File: config.mk
export PLATFORM = sky130hd
export DESIGN_NAME = pcs_rx_decoder
export DESIGN_NICKNAME = d
export VERILOG_FILES = /design/src/rtl/pcs_rx_decoder.sv
export SDC_FILE = /design/constraint.sdc
export NUM_CORES = 1
export LEC_CHECK = 0
export ABC_AREA = 1
export CAP_MARGIN = 30
export CORE_ASPECT_RATIO = 0.75
export CORE_MARGIN = 2
export CORE_UTILIZATION = 35
export DETAILED_ROUTE_END_ITERATION = 10
export HOLD_SLACK_MARGIN = 0.06
export SLEW_MARGIN = 25
export SYNTH_ARGS = -nofsm -noshare
export SYNTH_HDL_FRONTEND = slang
export SYNTH_SLANG_ARGS = --single-unit
File: constraint.sdc
create_clock -name rx_clk -period 2.51 [get_ports rx_clk]
set_input_delay 0.251 -clock rx_clk [delete_from_list [all_inputs] [get_ports rx_clk]]
set_output_delay 0.251 -clock rx_clk [all_outputs]
set_load 0.01 [all_outputs]
File: src/rtl/pcs_rx_decoder.sv
// pcs_rx_decoder: receive-side 64b/66b PCS decoder.
//
// Acquires block lock on the 2-bit sync header and pulses slip to the gearbox while searching.
// Once locked, it decodes each 66-bit block into 8 lanes of RXD/RXC for the reconciliation
// sublayer and checks start/terminate sequencing. Output latency is one cycle.
//
// Optional feature: define PCS_BER_MON_EN to build the high-BER monitor. Without it, hi_ber
// is tied low.
//
// Ports:
//   rx_clk          receive clock, rising edge
//   rx_rst_n        asynchronous active-low reset
//   rx_block        [1:0] sync header, [9:2] block type field, [65:10] payload
//   rx_block_valid  rx_block qualifier
//   rxd / rxc       decoded octets and per-lane control flags (lane k = rxd[8k+:8], rxc[k])
//   rx_valid        rxd/rxc updated this cycle
//   block_lock      sync-header lock achieved
//   slip            one-cycle request to shift gearbox alignment by one bit
//   hi_ber          high bit-error-rate flag
//   dec_err_cnt     saturating count of blocks decoded as error while locked
module pcs_rx_decoder #(
  parameter int unsigned SH_LOCK_CNT    = 64,
  parameter int unsigned SH_INVALID_MAX = 16,
  parameter int unsigned SLIP_WAIT      = 4,
  parameter int unsigned ERR_CNT_WIDTH  = 16,
  parameter int unsigned BER_WINDOW     = 1250,
  parameter int unsigned BER_THRESH     = 16
) (
  input  logic                     rx_clk,
  input  logic                     rx_rst_n,
  input  logic [65:0]              rx_block,
  input  logic                     rx_block_valid,
  output logic [63:0]              rxd,
  output logic [7:0]               rxc,
  output logic                     rx_valid,
  output logic                     block_lock,
  output logic                     slip,
  output logic                     hi_ber,
  output logic [ERR_CNT_WIDTH-1:0] dec_err_cnt
);

  localparam logic [63:0] ErrRxd = {8{8'hFE}};

  localparam int unsigned ShW   = $clog2(SH_LOCK_CNT + 1);
  localparam int unsigned InvW  = $clog2(SH_INVALID_MAX + 1);
  localparam int unsigned WaitW = $clog2(SLIP_WAIT + 1);

  // Lock FSM states
  localparam logic [1:0] StUnlocked = 2'd0;
  localparam logic [1:0] StSlipHold = 2'd1;
  localparam logic [1:0] StLocked   = 2'd2;

  // Block classes produced by the decoder
  localparam logic [2:0] KErr   = 3'd0;
  localparam logic [2:0] KData  = 3'd1;
  localparam logic [2:0] KCtrl  = 3'd2;
  localparam logic [2:0] KStart = 3'd3;
  localparam logic [2:0] KTerm  = 3'd4;

  logic [1:0]  hdr;
  logic [7:0]  btf;
  logic [55:0] payload;
  logic [63:0] pay_ext;
  logic        hdr_ok;

  assign hdr     = rx_block[1:0];
  assign btf     = rx_block[9:2];
  assign payload = rx_block[65:10];
  assign pay_ext = {8'h00, payload};
  assign hdr_ok  = ^hdr;

  // ---------------------------------------------------------------------------------------------
  // Block lock
  // ---------------------------------------------------------------------------------------------
  logic [1:0]       lock_st_q, lock_st_d;
  logic [ShW-1:0]   sh_cnt_q, sh_cnt_d;
  logic [InvW-1:0]  inv_cnt_q, inv_cnt_d;
  logic [5:0]       win_cnt_q, win_cnt_d;
  logic [WaitW-1:0] wait_cnt_q, wait_cnt_d;
  logic             slip_q, slip_d;

  always_comb begin
    lock_st_d  = lock_st_q;
    sh_cnt_d   = sh_cnt_q;
    inv_cnt_d  = inv_cnt_q;
    win_cnt_d  = win_cnt_q;
    wait_cnt_d = wait_cnt_q;
    slip_d     = 1'b0;
    if (rx_block_valid) begin
      case (lock_st_q)
        StUnlocked: begin
          if (hdr_ok) begin
            if (sh_cnt_q == ShW'(SH_LOCK_CNT - 1)) begin
              lock_st_d = StLocked;
              sh_cnt_d  = '0;
              inv_cnt_d = '0;
              win_cnt_d = '0;
            end else begin
              sh_cnt_d = sh_cnt_q + 1'b1;
            end
          end else begin
            slip_d     = 1'b1;
            sh_cnt_d   = '0;
            wait_cnt_d = '0;
            lock_st_d  = StSlipHold;
          end
        end
        StSlipHold: begin
          if (wait_cnt_q == WaitW'(SLIP_WAIT - 1)) begin
            wait_cnt_d = '0;
            lock_st_d  = StUnlocked;
          end else begin
            wait_cnt_d = wait_cnt_q + 1'b1;
          end
        end
        StLocked: begin
          // Dropping lock takes priority over the end-of-window clear.
          if (!hdr_ok && inv_cnt_q == InvW'(SH_INVALID_MAX - 1)) begin
            lock_st_d  = StSlipHold;
            slip_d     = 1'b1;
            inv_cnt_d  = '0;
            win_cnt_d  = '0;
            sh_cnt_d   = '0;
            wait_cnt_d = '0;
          end else if (win_cnt_q == 6'd63) begin
            inv_cnt_d = '0;
            win_cnt_d = '0;
          end else begin
            win_cnt_d = win_cnt_q + 1'b1;
            if (!hdr_ok) inv_cnt_d = inv_cnt_q + 1'b1;
          end
        end
        default: lock_st_d = StUnlocked;
      endcase
    end
  end

  assign block_lock = (lock_st_q == StLocked);

  // ---------------------------------------------------------------------------------------------
  // High-BER monitor
  // ---------------------------------------------------------------------------------------------
  logic hi_ber_q;

`ifdef PCS_BER_MON_EN
  localparam int unsigned BerBlkW = $clog2(BER_WINDOW);
  localparam int unsigned BerInvW = $clog2(BER_THRESH + 1);

  logic [BerBlkW-1:0] ber_blk_q, ber_blk_d;
  logic [BerInvW-1:0] ber_inv_q, ber_inv_d, ber_inv_next;
  logic               hi_ber_d;

  always_comb begin
    ber_blk_d    = ber_blk_q;
    ber_inv_d    = ber_inv_q;
    hi_ber_d     = hi_ber_q;
    ber_inv_next = ber_inv_q;
    if (rx_block_valid && block_lock) begin
      // Saturate at the threshold; only the comparison against it matters.
      if (!hdr_ok && ber_inv_q != BerInvW'(BER_THRESH)) ber_inv_next = ber_inv_q + 1'b1;
      if (ber_inv_next >= BerInvW'(BER_THRESH)) hi_ber_d = 1'b1;
      if (ber_blk_q == BerBlkW'(BER_WINDOW - 1)) begin
        if (ber_inv_next < BerInvW'(BER_THRESH)) hi_ber_d = 1'b0;
        ber_blk_d = '0;
        ber_inv_d = '0;
      end else begin
        ber_blk_d = ber_blk_q + 1'b1;
        ber_inv_d = ber_inv_next;
      end
    end
  end

  always_ff @(posedge rx_clk or negedge rx_rst_n) begin
    if (!rx_rst_n) begin
      ber_blk_q <= '0;
      ber_inv_q <= '0;
      hi_ber_q  <= 1'b0;
    end else begin
      ber_blk_q <= ber_blk_d;
      ber_inv_q <= ber_inv_d;
      hi_ber_q  <= hi_ber_d;
    end
  end
`else
  logic unused_ber_cfg;
  assign unused_ber_cfg = ^{32'(BER_WINDOW), 32'(BER_THRESH)};
  assign hi_ber_q       = 1'b0;
`endif

  assign hi_ber = hi_ber_q;

  // ---------------------------------------------------------------------------------------------
  // Block decode
  // ---------------------------------------------------------------------------------------------
  logic [63:0] dec_rxd;
  logic [7:0]  dec_rxc;
  logic [2:0]  kind;
  logic [2:0]  term_n;
  logic        ctrl_ok;
  logic [6:0]  ch;

  always_comb begin
    dec_rxd = ErrRxd;
    dec_rxc = 8'hFF;
    kind    = KErr;
    term_n  = 3'd0;
    ctrl_ok = 1'b1;
    ch      = '0;
    if (hdr == 2'b10) begin
      dec_rxd = rx_block[65:2];
      dec_rxc = 8'h00;
      kind    = KData;
    end else if (hdr == 2'b01) begin
      case (btf)
        8'h1E: begin
          for (int k = 0; k < 8; k++) begin
            ch = payload[7*k+:7];
            case (ch)
              7'h00:   dec_rxd[8*k+:8] = 8'h07;
              7'h06:   dec_rxd[8*k+:8] = 8'h06;
              7'h1E:   dec_rxd[8*k+:8] = 8'hFE;
              default: ctrl_ok = 1'b0;
            endcase
          end
          if (ctrl_ok) kind = KCtrl;
          else         dec_rxd = ErrRxd;
        end
        8'h78: begin
          dec_rxd = {payload, 8'hFB};
          dec_rxc = 8'h01;
          kind    = KStart;
        end
        8'h87: begin kind = KTerm; term_n = 3'd0; end
        8'h99: begin kind = KTerm; term_n = 3'd1; end
        8'hAA: begin kind = KTerm; term_n = 3'd2; end
        8'hB4: begin kind = KTerm; term_n = 3'd3; end
        8'hCC: begin kind = KTerm; term_n = 3'd4; end
        8'hD2: begin kind = KTerm; term_n = 3'd5; end
        8'hE1: begin kind = KTerm; term_n = 3'd6; end
        8'hFF: begin kind = KTerm; term_n = 3'd7; end
        default: ;
      endcase
      if (kind == KTerm) begin
        // Lanes past the terminate become idle; the control bits carried there are ignored.
        for (int k = 0; k < 8; k++) begin
          if (3'(k) < term_n) begin
            dec_rxd[8*k+:8] = pay_ext[8*k+:8];
            dec_rxc[k]      = 1'b0;
          end else if (3'(k) == term_n) begin
            dec_rxd[8*k+:8] = 8'hFD;
            dec_rxc[k]      = 1'b1;
          end else begin
            dec_rxd[8*k+:8] = 8'h07;
            dec_rxc[k]      = 1'b1;
          end
        end
      end
    end
  end

  // ---------------------------------------------------------------------------------------------
  // Frame sequencing and error substitution
  // ---------------------------------------------------------------------------------------------
  logic frame_q, frame_d;
  logic out_err, count_err;

  always_comb begin
    frame_d   = frame_q;
    out_err   = 1'b0;
    count_err = 1'b0;
    if (!block_lock) begin
      frame_d = 1'b0;
      out_err = 1'b1;
    end else if (hi_ber_q) begin
      frame_d   = 1'b0;
      out_err   = 1'b1;
      count_err = 1'b1;
    end else begin
      case (kind)
        KStart: frame_d = 1'b1;
        KData: begin
          if (!frame_q) begin
            out_err   = 1'b1;
            count_err = 1'b1;
          end
        end
        KTerm: begin
          if (!frame_q) begin
            out_err   = 1'b1;
            count_err = 1'b1;
          end else begin
            frame_d = 1'b0;
          end
        end
        KCtrl: begin
          // Idle/ordered sets inside a frame mean the terminate was lost.
          if (frame_q) begin
            out_err   = 1'b1;
            count_err = 1'b1;
            frame_d   = 1'b0;
          end
        end
        default: begin
          out_err   = 1'b1;
          count_err = 1'b1;
          frame_d   = 1'b0;
        end
      endcase
    end
  end

  logic [63:0]              rxd_q;
  logic [7:0]               rxc_q;
  logic                     rx_valid_q;
  logic [ERR_CNT_WIDTH-1:0] err_cnt_q;

  always_ff @(posedge rx_clk or negedge rx_rst_n) begin
    if (!rx_rst_n) begin
      lock_st_q  <= StUnlocked;
      sh_cnt_q   <= '0;
      inv_cnt_q  <= '0;
      win_cnt_q  <= '0;
      wait_cnt_q <= '0;
      slip_q     <= 1'b0;
      frame_q    <= 1'b0;
      rxd_q      <= ErrRxd;
      rxc_q      <= 8'hFF;
      rx_valid_q <= 1'b0;
      err_cnt_q  <= '0;
    end else begin
      lock_st_q  <= lock_st_d;
      sh_cnt_q   <= sh_cnt_d;
      inv_cnt_q  <= inv_cnt_d;
      win_cnt_q  <= win_cnt_d;
      wait_cnt_q <= wait_cnt_d;
      slip_q     <= slip_d;
      rx_valid_q <= rx_block_valid;
      if (rx_block_valid) begin
        frame_q <= frame_d;
        rxd_q   <= out_err ? ErrRxd : dec_rxd;
        rxc_q   <= out_err ? 8'hFF : dec_rxc;
        if (count_err && err_cnt_q != '1) err_cnt_q <= err_cnt_q + 1'b1;
      end
    end
  end

  assign rxd         = rxd_q;
  assign rxc         = rxc_q;
  assign rx_valid    = rx_valid_q;
  assign slip        = slip_q;
  assign dec_err_cnt = err_cnt_q;

endmodule

Yosys cells after proc, flatten, opt, wreduce, memory -nomap -nowiden
Cells that the tools add are included.
- equality and inequality tests: 55
- reduce and logical (&&, ||, !) cells: 33
- order comparisons: 8
- mux-type cells: 98
- add/sub/neg operators: 5
- operator list (cell ; number):
    64-bit 2-to-1 mux ; 5
    8-bit 2-to-1 mux ; 21
    64-bit one-hot mux with 2 select lines ; 1
    8-bit one-hot mux with 2 select lines ; 8
    8-bit equality test, second input constant ; 8
    7-bit by 3-bit equality test with 1-bit output, second input constant ; 8
    7-bit by 5-bit equality test with 1-bit output, second input constant ; 8
    7-bit zero test ; 8
    1-bit 2-to-1 mux ; 27
    3-bit 2-to-1 mux ; 9
    5-bit 2-to-1 mux ; 5
    6-bit 2-to-1 mux ; 4
    3-bit OR reduction ; 8
    7-bit 2-to-1 mux ; 3
    3-bit one-hot mux with 7 select lines ; 1
    3-bit one-hot mux with 3 select lines ; 2
    16-bit by 1-bit adder with 16-bit output, second input constant ; 1
    16-bit inequality test, second input constant ; 1
    7-bit one-hot mux with 2 select lines ; 1
    3-bit equality test, first input constant ; 4
    3-bit < comparator, first input constant ; 4
    6-bit one-hot mux with 2 select lines ; 1
    4-bit AND reduction ; 3
    2-bit 2-to-1 mux ; 5
    38 further kinds ; 53
- register bits: 114
- input bits: 69
- logic and storage cells: 210
- output and inout bits: 92

Depth between registers and ports, before layout
Gate-level depths: netlist of run 1.
- depth in word-level cells: 25
- mapped depth: 18
- gate-level depth less buffers: 17

Worst setup path after synthesis of run 1
OpenSTA, ideal clock, no wires.
- path type: flip-flop to flip-flop
- start point: register inv_cnt_q[1]
- end point: register sh_cnt_q[5]
- clock period less this slack: 1.970 ns
- arrival: 1.850 ns
- path slack: 0.540 ns
- data required time: 2.390 ns
- buffers on the path: 0
- setup time: 0.120 ns
- cell stages (with the launch flop): 14
- path through: dfrtp_1 -> ha_1 -> inv_1 -> nor3_1 -> ha_1 -> a21oi_1 -> nor2_1 -> inv_1 -> nor2_1 -> inv_1 -> a21oi_1 -> nand2_1 -> o21ai_0 -> inv_1
- cells in the longest elaborated chain, start to end: 4
- ends and longest elaborated chain (what ; RTL line ; text):
    start: declaration ; 77 ; logic [InvW-1:0] inv_cnt_q, inv_cnt_d;
    start signal: assignment ; 333 ; inv_cnt_q <= inv_cnt_d;
    5-bit by 4-bit equality test with 1-bit output ; 118 ; if (!hdr_ok && inv_cnt_q == InvW'(SH_INVALID_MAX - 1)) begin
    1-bit logical AND ; 118 ;
    2-bit by 1-bit inequality test with 1-bit output (no line) ; n/a ;
    3-bit AND reduction (no line) ; n/a ;
    end signal: assignment ; 332 ; sh_cnt_q <= sh_cnt_d;
    end: declaration ; 76 ; logic [ShW-1:0] sh_cnt_q, sh_cnt_d;
No other way between the ends.
A chain may end at the register's enable or synchronous reset.

Worst setup path after layout of run 1
- start point: input rx_block[3]
- end point: register rxd_q[23], in the netlist rxd[23]
- cells in the longest elaborated chain, start to end: 12
- elaborated cells on any way between the ends: 36
- classes of those cells: order compare (1); eq/ne (16); mux (17); reduce/logical (2)
- ends and longest elaborated chain (what ; RTL line ; text):
    start: declaration ; 31 ; input logic [65:0] rx_block,
    8-bit equality test ; 214 ; case (btf)
    8-bit OR reduction (no line) ; n/a ;
    3-bit one-hot mux with 3 select lines ; 214 ;
    3-bit 2-to-1 mux ; 213 ; end else if (hdr == 2'b01) begin
    3-bit 2-to-1 mux ; 209 ; if (hdr == 2'b10) begin
    3-bit 2-to-1 mux ; 213 ;
    3-bit 2-to-1 mux ; 209 ;
    3-bit equality test or 3-bit by 1-bit equality test with 1-bit output (tied branches) ; 279 ; case (kind)
    2-bit OR reduction (no line) ; n/a ;
    1-bit one-hot mux with 3 select lines ; 279 ;
    1-bit 2-to-1 mux ; 271 ; if (!block_lock) begin
    64-bit 2-to-1 mux * ; 340 ; rxd_q <= out_err ? ErrRxd : dec_rxd;
    end signal: assignment ; 326 ; rxd_q <= ErrRxd;
    end signal: assignment ; 340 ;
    end: declaration ; 312 ; logic [63:0] rxd_q;
Mark *: on every way between the ends. The rest lies on a longest branch, timed or not. The select of a mux whose other input is x is not followed.

==> flow_summary.yaml, run 1 <==
floorplanning:
  io_pins: 161
  initial_utilization_pct: 35.4
  dieWidth_um: 179
  die_area_um2: 24300
  rows: 48
  core-area_um2: 22800
  fp.dieH_um: 136
setup_path:
  critPathKind: "in2reg"
  startpoint_type: "input port"
  worstPathRequired_ns: 2.85
  path_buf_inv: 3
  path_cells: "clkdlybuf4s50_1, inv_2, nor2_2, nand2_2, nor3_4, nand2_1, nor2_1, nand3_1, buf_4, o21ai_1, o21ai_0, a21boi_0, a21oi_1"
  critPathMaxFanout: 6
  slowest_delay_ns: 0.61
  r2r_cells: 13
  crit_arrival_ns: 2.68
  crit_slowest_cell: "clkdlybuf4s50_1"
  cp_num_cells: 13
  critPathTopFamily: "buffers and inverters"
  cp-end-kind: "register"
synthesis:
  synth_edf_count: 0
  yosys_warnings: 0
  synthesis.area_um2: 8080
  syn_area_per_cell_um2: 6.54
  synth_ff_type: "dfstp_2"
  synth_commonest_cells: "273 x nand2_1, 257 x nor2_1, 124 x inv_1"
  synthCells: 1235
  yosysTopAreaCellShare_pct: 20.8
  yosys.area.top_type: "dfstp_2"
  ys_seq_area_share_pct: 36.3
  synth_most_common_cell: "nand2_1"
  ys_seq_elements: 114
  async_reset_ff_share_pct: 100
  synth_nets: 1312
  synthTopCellsByArea: "dfstp_2 21%, dfrtp_1 15%, nand2_1 13%, nor2_1 12%, o21ai_0 7.0%"
  ys_types: 44
power:
  power-per-cell-area_nw_per_um2: 511
  power.leakage_uw: 0.00525
  vdd.ir_drop.worst_v: 0.000388
  total_power_uw: 5960
sta:
  tns_ns: 0
  fmax_mhz: 428
  timing.final.crit_period_ns: 2.33
  slew_violations: 0
  tightest_slew_ns: 0.632
  setup_slack_ns: 0.175
  setup_viol: 0
  hold_viol_final: 0
  slew_headroom_pct: 57.9
  fin_crit_sh_pct: 93.0
  fin_skew_ns: 0.00786
  rsz0062_at_grt: "no"
global_routing:
  grt_overflow: 0
  grt_usage_pct: 24.1
  antenna_found_initial: 0
  grt_pass1_wl_um: 46600
  grt_max_degree: 115
  grt_pass1_vias: 8755
final_layout:
  fillers: 2330
  n_antenna_cell: 0
  drive_gt1_share_pct: 18.7
  regArea_um2: 2930
  nets: 1604
  multiInputGateArea_um2: 4420
  area_delta_synth_final_pct: 44.3
clock_network:
  cts_tree: "built"
  cts_max_level: 4
  cts.sinks: 114
  cts_buffer_depth: 2
  cts_setup_buffers: 0
  numCtsBuffers: 17
  clock-root-buffer: "clkbuf_16"
  clkTransAtPathRegs_ns: 0.06
  clk-insertion-delay-late_ns: 0.42
drt:
  antenna_left: 0
  vias: 9463
  drc: 0
  drtIter0Drc: 830
  wl_per_cell_um: 16.1
  via_per_inst: 5.14
  wl_um: 29500
  drtPass1Iterations: 6
placement:
  dp_hpwl_um: 22200
  place_ws_ns: -0.183
  gp_congestion: 0.925
  port_buffers: 159
job:
  max_cap_viol_count: 0
run_status:
  outcome: "complete, no violations"
min_path:
  hold_path_class: "in2async"
## state kept, by name, summed over array words and instances (netlist names)
register,count
dec_err_cnt,16
frame_q,1
lock_st_q,2
sh_cnt_q,7
inv_cnt_q,5
wait_cnt_q,3
slip,1
win_cnt_q,6
rx_valid,1
rxd,64
rxc,8
## tightest hold or removal path: stages
cell and delay, ns:
dlygate4sd3_1 0.53, buf_4 0.11, buf_12 0.44
## logic make-up (layout without fill, tap and decap cells)
logic type | count (synthesis) | after routing | synth area share, %
flops | 114 | 114 | 36.3
simple gates | 662 | 662 | 34.3
compound gates | 254 | 254 | 17.2
other cells | 1 | 1 | 0.0464
xor+xnor | 17 | 17 | 1.84
buf+inv | 179 | 484 | 9.15
fa+ha+maj | 8 | 8 | 1.24
## where the power goes
group	switching, uW	internal [uW]	leakage, uW	total (uW)
Combinational	815	620	0.00362	1430
Clock	907	1490	0.000278	2400
Sequential	121	2010	0.00135	2130
## metrics by stage
stage	area, um^2	std cells	hold slack [ns]	utilization [%]
finish	11700	1840	0.451	51.1
global route	11700	1840	0.487	51.1
CTS	11700	1840	0.472	51.1
detailed placement	11100	1806	0.403	48.5
global placement	11100	1806	0.392	48.5
floorplan	8080	1235	-0.0446	-
## path summary, 6_finish.rpt
kind | startpoint | to | slack [ns]
max | rx_block[3] | rxd[23] | 0.18
min | rx_rst_n | dec_err_cnt[9] | 0.45
max reg2reg | inv_cnt_q[1] | sh_cnt_q[5] | 0.46
min reg2reg | rxd[46] | rxd[46] | 0.47
max in group asynchronous | rx_rst_n | rxd[16] | 1.58
min in group rx_clk | rxd[46] | rxd[46] | 0.47
## layer usage
layer	wire length (um)	GRT usage, %
met1	14300	36.1
met4	565	6.59
met2	12200	35.0
met3	2480	4.87
met5	0	0
## placed cells by master (no fill, tap or decap), drive strengths merged, types with 10 or more instances in the layout
cell           instances
o21ai                126
nor3                  25
nor2                 265
nand3                 66
a211oi                13
nand4                 14
dfstp                 64
xor2                  10
inv                  128
clkdlybuf4s50        157
buf                  163
dfrtp                 50
clkbuf                24
nand2                282
a21oi                 78
## repair_timing
| item | CTS | global route |
|---|---|---|
| hold buffers | 2 | 0 |
| endpoints found under the hold margin | 51 | 0 |
| setup endpoints to repair | 0 | 4 |
| gates resized for setup | 0 | 3 |
## layout make-up
class | instances | area share [%]
Sequential cell | 114 | 25.1
Clock buffer | 24 | 4.30
Tap cell | 300 | 3.22
Timing Repair Buffer | 322 | 24.6
Inverter | 130 | 4.18
Multi-Input combinational cell | 942 | 37.9
Clock inverter | 8 | 0.654
No activity file was read; power rests on OpenSTA's default activity.
==> run 2: changes to the inputs <==
- RECOVER_POWER: default -> 50
- SKIP_CTS_REPAIR_TIMING: default -> 1
==> run 2 against run 1 <==
  * The flow now finishes with violations (capacitance limit, slew limit)
  * Via count is 0.29% lower
  * Global-route usage barely moved
  * Count of clock-buffer cells in the layout is the same
  * Clock skew is 0.00077 ns higher
  * Critical path depth is the same
  * Fmax up 0.64%
  * Worst hold slack improved by 0.014 ns
  * Sequential power is essentially flat
  * Routed wire length about the same
  * Sequential cell count unchanged
  * Die area is the same
  * Combinational power barely moved
  * Highest routed layer unchanged
==> flow_summary.yaml, run 2 (same netlist as run 1, synthesis figures left out) <==
run_status:
  outcome: "finished with violations"
  violations: "capacitance limit, slew limit"
power:
  vdd.ir_drop.worst_v: 0.000387
  pwr-share-seq_pct: 35.8
  p_comb_share_pct: 23.9
  p_int_uw: 4110
  switching_share_pct: 31.0
  power.leakage_uw: 0.00526
  p_sw_uw: 1840
  total_power_uw: 5950
  power-per-cell-area_nw_per_um2: 510
  power_frac_clock_pct: 40.3
global_routing:
  grt_overflow: 0
  grt_pass1_vias: 8751
  grt_util_met1_pct: 36.1
  grt_pass1_wl_um: 46600
  grt_usage_pct: 24.1
  grt_use_met2_pct: 35.0
  gr-usage-met3_pct: 4.87
  grt_max_degree: 115
  antenna_found_initial: 0
  busiest_layer: "met1"
placement:
  gp_congestion: 0.925
  port_buffers: 159
  numPlacedInstances: 1806
  dp_hpwl_um: 22200
sta:
  slew_headroom_pct: -6.51
  fmax_mhz: 431
  hold_viol_final: 0
  tightest_slew_ns: 1.60
  fin_crit_sh_pct: 92.4
  slew_violations: 115
  rsz0062_at_grt: "no"
  fin_skew_ns: 0.00862
  timing.final.crit_period_ns: 2.32
  setup_viol: 0
  tns_ns: 0
drt:
  drtPass1Iterations: 5
  wl_per_cell_um: 16.0
  drc: 0
  antenna_left: 0
  drtIter0Drc: 792
  wl_um: 29500
  via_per_inst: 5.13
  vias: 9436
job:
  max_cap_viol_count: 1
setup_path:
  cp-end-kind: "register"
  crit_arrival_ns: 2.66
  worstPathRequired_ns: 2.85
  reg2reg_from: "inv_cnt_q[1]"
  critPathMaxFanout: 6
  critPathKind: "in2reg"
  startpoint_type: "input port"
  crit_start: "rx_block[3]"
clock_network:
  cts_tree: "built"
  clock-root-buffer: "clkbuf_16"
  clk-insertion-delay-late_ns: 0.42
  numCtsBuffers: 17
  cts_buffer_depth: 2
  cts.sinks: 114
  clkTransAtPathRegs_ns: 0.06
  cts_max_level: 4
final_layout:
  n_antenna_cell: 0
  nets: 1604
  drive_gt1_share_pct: 18.6
  final_common_cell: "nand2_1"
  final_cell_mix: "272 x nand2_1, 257 x nor2_1, 156 x buf_4, 124 x inv_1, 114 x clkdlybuf4s50_1"
  area_delta_synth_final_pct: 44.2
  fin_cells: 1840
  largest_reg_flops: 64
floorplanning:
  dieWidth_um: 179
  rows: 48
  io_pins: 161
  fp.dieH_um: 136
  core-area_um2: 22800
  initial_utilization_pct: 35.4
  die_area_um2: 24300
min_path:
  min-delay-start: "rxd[46]"
  hold_path_class: "reg2reg"
## run 2: layout make-up
type                    count  area (um^2)
fillers                  2333        11200
multi-input cells         942         4420
flip-flops and latches    114         2930
repair buffers            322         2860
clock buffers              24          502
inverters                 130          488
well taps                 300          375
clock inverters             8         76.3
## run 2: path summary, 6_finish.rpt
| check | endpoint | cells after the start | slack [ns] |
|---|---|---|---|
| min in group asynchronous | dec_err_cnt[9] | 3 | 0.89 |
| worst max-delay path | rxd[23] | 13 | 0.19 |
| worst min register to register | rxd[46] | 2 | 0.47 |
| worst max register to register | sh_cnt_q[5] | 13 | 0.47 |
| worst min-delay path | rxd[46] | 2 | 0.47 |
| max in group asynchronous | rxd[16] | 3 | 0.61 |
## run 2: per-stage QoR
step                util [%]  cell area, um^2  hold WS [ns]  setup WS, ns
CTS                     51.0            11600       -0.0428         0.253
finish                  51.1            11700         0.466         0.190
global placement        48.5            11100         0.392        -0.202
detailed placement      48.5            11100         0.403        -0.183
global route            51.1            11700         0.485       0.00172
floorplan                  -             8080       -0.0446         0.540
## run 2: critical path, stage by stage
cell             delay (ns)
clkdlybuf4s50_1        0.60
inv_2                  0.07
nor2_2                 0.12
nand2_2                0.09
nor3_4                 0.22
nand2_1                0.10
nor2_1                 0.11
nand3_1                0.11
buf_4                  0.19
o21ai_1                0.29
o21ai_0                0.16
a21boi_0               0.24
a21oi_1                0.10
## run 2: power groups by stage
stage | sequential, uW | clock (uW) | combinational [uW]
after global routing | 2160 | 2520 | 1570
after CTS | 2140 | 2440 | 1430
after floorplan | 2160 | 0 | 691
after global placement | 2160 | 0 | 1400
after detailed placement | 2160 | 0 | 1430
final | 2130 | 2400 | 1420
## run 2: routing by layer
| layer | share of wire, % | vias up |
|---|---|---|
| li1 | - | 4592 |
| met5 | 0 | - |
| met4 | 2.2 | 0 |
| met2 | 41 | 429 |
| met1 | 48 | 4363 |
| met3 | 8.7 | 52 |
==> run 3: changes to the inputs <==
- CAP_MARGIN: 30 -> default
- CTS_CLUSTER_SIZE: default -> 40
- SKIP_LAST_GASP: default -> 1
==> run 3 against run 2 <==
  * Critical path depth unchanged
  * Power about the same
  * Routed wire length decreased by 0.27%
  * Register-to-register slack is essentially flat
  * Sequential power about the same
  * The flow still finishes with violations (capacitance limit, slew limit)
  * Highest routed layer unchanged
  * Fmax grew 0.34%
  * Worst setup slack gained 0.0078 ns
  * Die area is the same
  * Utilization is essentially flat
  * Non-clock buffer count stayed put
  * Critical path type unchanged
==> flow_summary.yaml, run 3 (same netlist as run 1, synthesis figures left out) <==
final_layout:
  nets: 1604
  drive_gt1_share_pct: 18.6
  final_common_cell: "nand2_1"
  largest_reg_flops: 64
  n_antenna_cell: 0
  fin_cells: 1840
  area_delta_synth_final_pct: 44.1
  final_cell_mix: "273 x nand2_1, 257 x nor2_1, 156 x buf_4, 124 x inv_1, 116 x clkdlybuf4s50_1"
  final_util_pct: 51.0
setup_path:
  critPathMaxFanout: 6
  reg2reg_from: "inv_cnt_q[1]"
  critPathKind: "in2reg"
  crit_arrival_ns: 2.65
  startpoint_type: "input port"
  cp-end-kind: "register"
  worstPathRequired_ns: 2.85
  r2r_end: "sh_cnt_q[5]"
  rrSetupSlack_ns: 0.47
  r2r_cells: 13
placement:
  numPlacedInstances: 1806
  port_buffers: 159
  dp_hpwl_um: 22200
  gp_congestion: 0.925
clock_network:
  numCtsBuffers: 17
  clk-insertion-delay-late_ns: 0.42
  cts_max_level: 4
  clock-root-buffer: "clkbuf_16"
  clkTransAtPathRegs_ns: 0.06
  cts_tree: "built"
  cts_buffer_depth: 2
  cts.sinks: 114
drt:
  wl_um: 29400
  drc: 0
  via_per_inst: 5.13
  drtIter0Drc: 871
  antenna_left: 0
  wl_per_cell_um: 16.0
  drtPass1Iterations: 5
  vias: 9438
run_status:
  outcome: "finished with violations"
  violations: "capacitance limit, slew limit"
sta:
  fin_crit_sh_pct: 92.1
  rsz0062_at_grt: "yes"
  slew_violations: 115
  hold_viol_final: 0
  setup_viol: 0
  fmax_mhz: 432
  tightest_slew_ns: 1.60
  timing.final.crit_period_ns: 2.31
  hold-worst-slack_ns: 0.465
  fin_skew_ns: 0.00830
  slew_headroom_pct: -6.97
floorplanning:
  dieWidth_um: 179
  die_area_um2: 24300
  io_pins: 161
  core-area_um2: 22800
  rows: 48
  fp.dieH_um: 136
  initial_utilization_pct: 35.4
min_path:
  min_path_cells: 2
  hold_path_end: "rxd[46]"
  hold_path_class: "reg2reg"
  min-delay-start: "rxd[46]"
global_routing:
  grt_usage_pct: 24.1
  antenna_found_initial: 0
  grt_max_degree: 115
  grt_pass1_vias: 8751
  grt_pass1_wl_um: 46600
  grt_overflow: 0
power:
  power.leakage_uw: 0.00527
  vdd.ir_drop.worst_v: 0.000385
  power-per-cell-area_nw_per_um2: 510
job:
  max_cap_viol_count: 1
## run 3: cell types whose count changed in the layout (fill, tap and decap cells not counted), sizes merged
cell | previous run | this run
dlygate4sd3 | 45 | 43
clkdlybuf4s50 | 114 | 116
## run 3: report_power, final
group / switching (uW) / internal (uW)
clock: 904 / 1490
sequential: 120 / 2010
combinational: 814 / 606
total: 1840 / 4110
## run 3: cell type report
class / count / area, um^2
inverters: 130 / 488
fillers: 2334 / 11200
clock inverters: 8 / 76.3
repair buffers: 322 / 2860
flip-flops and latches: 114 / 2930
clock buffers: 24 / 502
multi-input cells: 942 / 4410
well taps: 300 / 375
## run 3: per-stage QoR
step                worst slack [ns]  instance area (um^2)  power (uW)  TNS [ns]
finish                         0.198                 11600        5940         0
global route                 -0.0302                 11600        6250   -0.0425
CTS                            0.253                 11600        6010         0
detailed placement            -0.183                 11100        3580     -5.47
global placement              -0.202                 11100        3550     -4.62
floorplan                      0.540                  8080        2850         0
## run 3: worst max-delay path by stage
stage / slack, ns / end / depth (start not counted) / from
floorplan: 0.54 / sh_cnt_q[5] / 13 / inv_cnt_q[1]
global placement: -0.20 / rxd[38] / 15 / rx_block[3]
detailed placement: -0.18 / rxd[30] / 15 / rx_block[6]
CTS: 0.25 / rxd[30] / 15 / rx_block[3]
global route: -0.03 / rxd[13] / 16 / rx_block[50]
finish: 0.20 / rxd[20] / 13 / rx_block[3]
## run 3: worst max-delay path, stage by stage
cell             delay (ns)
clkdlybuf4s50_1        0.61
inv_2                  0.07
nor2_2                 0.13
nand2_2                0.10
nor3_4                 0.22
nand2_1                0.10
nor2_1                 0.11
nand3_1                0.11
buf_4                  0.19
o21ai_1                0.29
o21ai_0                0.14
a21boi_0               0.25
a21oi_1                0.10
## run 3: per-layer routing
metal / track usage [%] / up-vias / share of wire [%]
met5: 0 / - / 0
met4: 6.59 / 0 / 2.0
met3: 4.87 / 48 / 8.7
met2: 35.0 / 424 / 41
met1: 36.1 / 4373 / 48
li1: - / 4593 / -
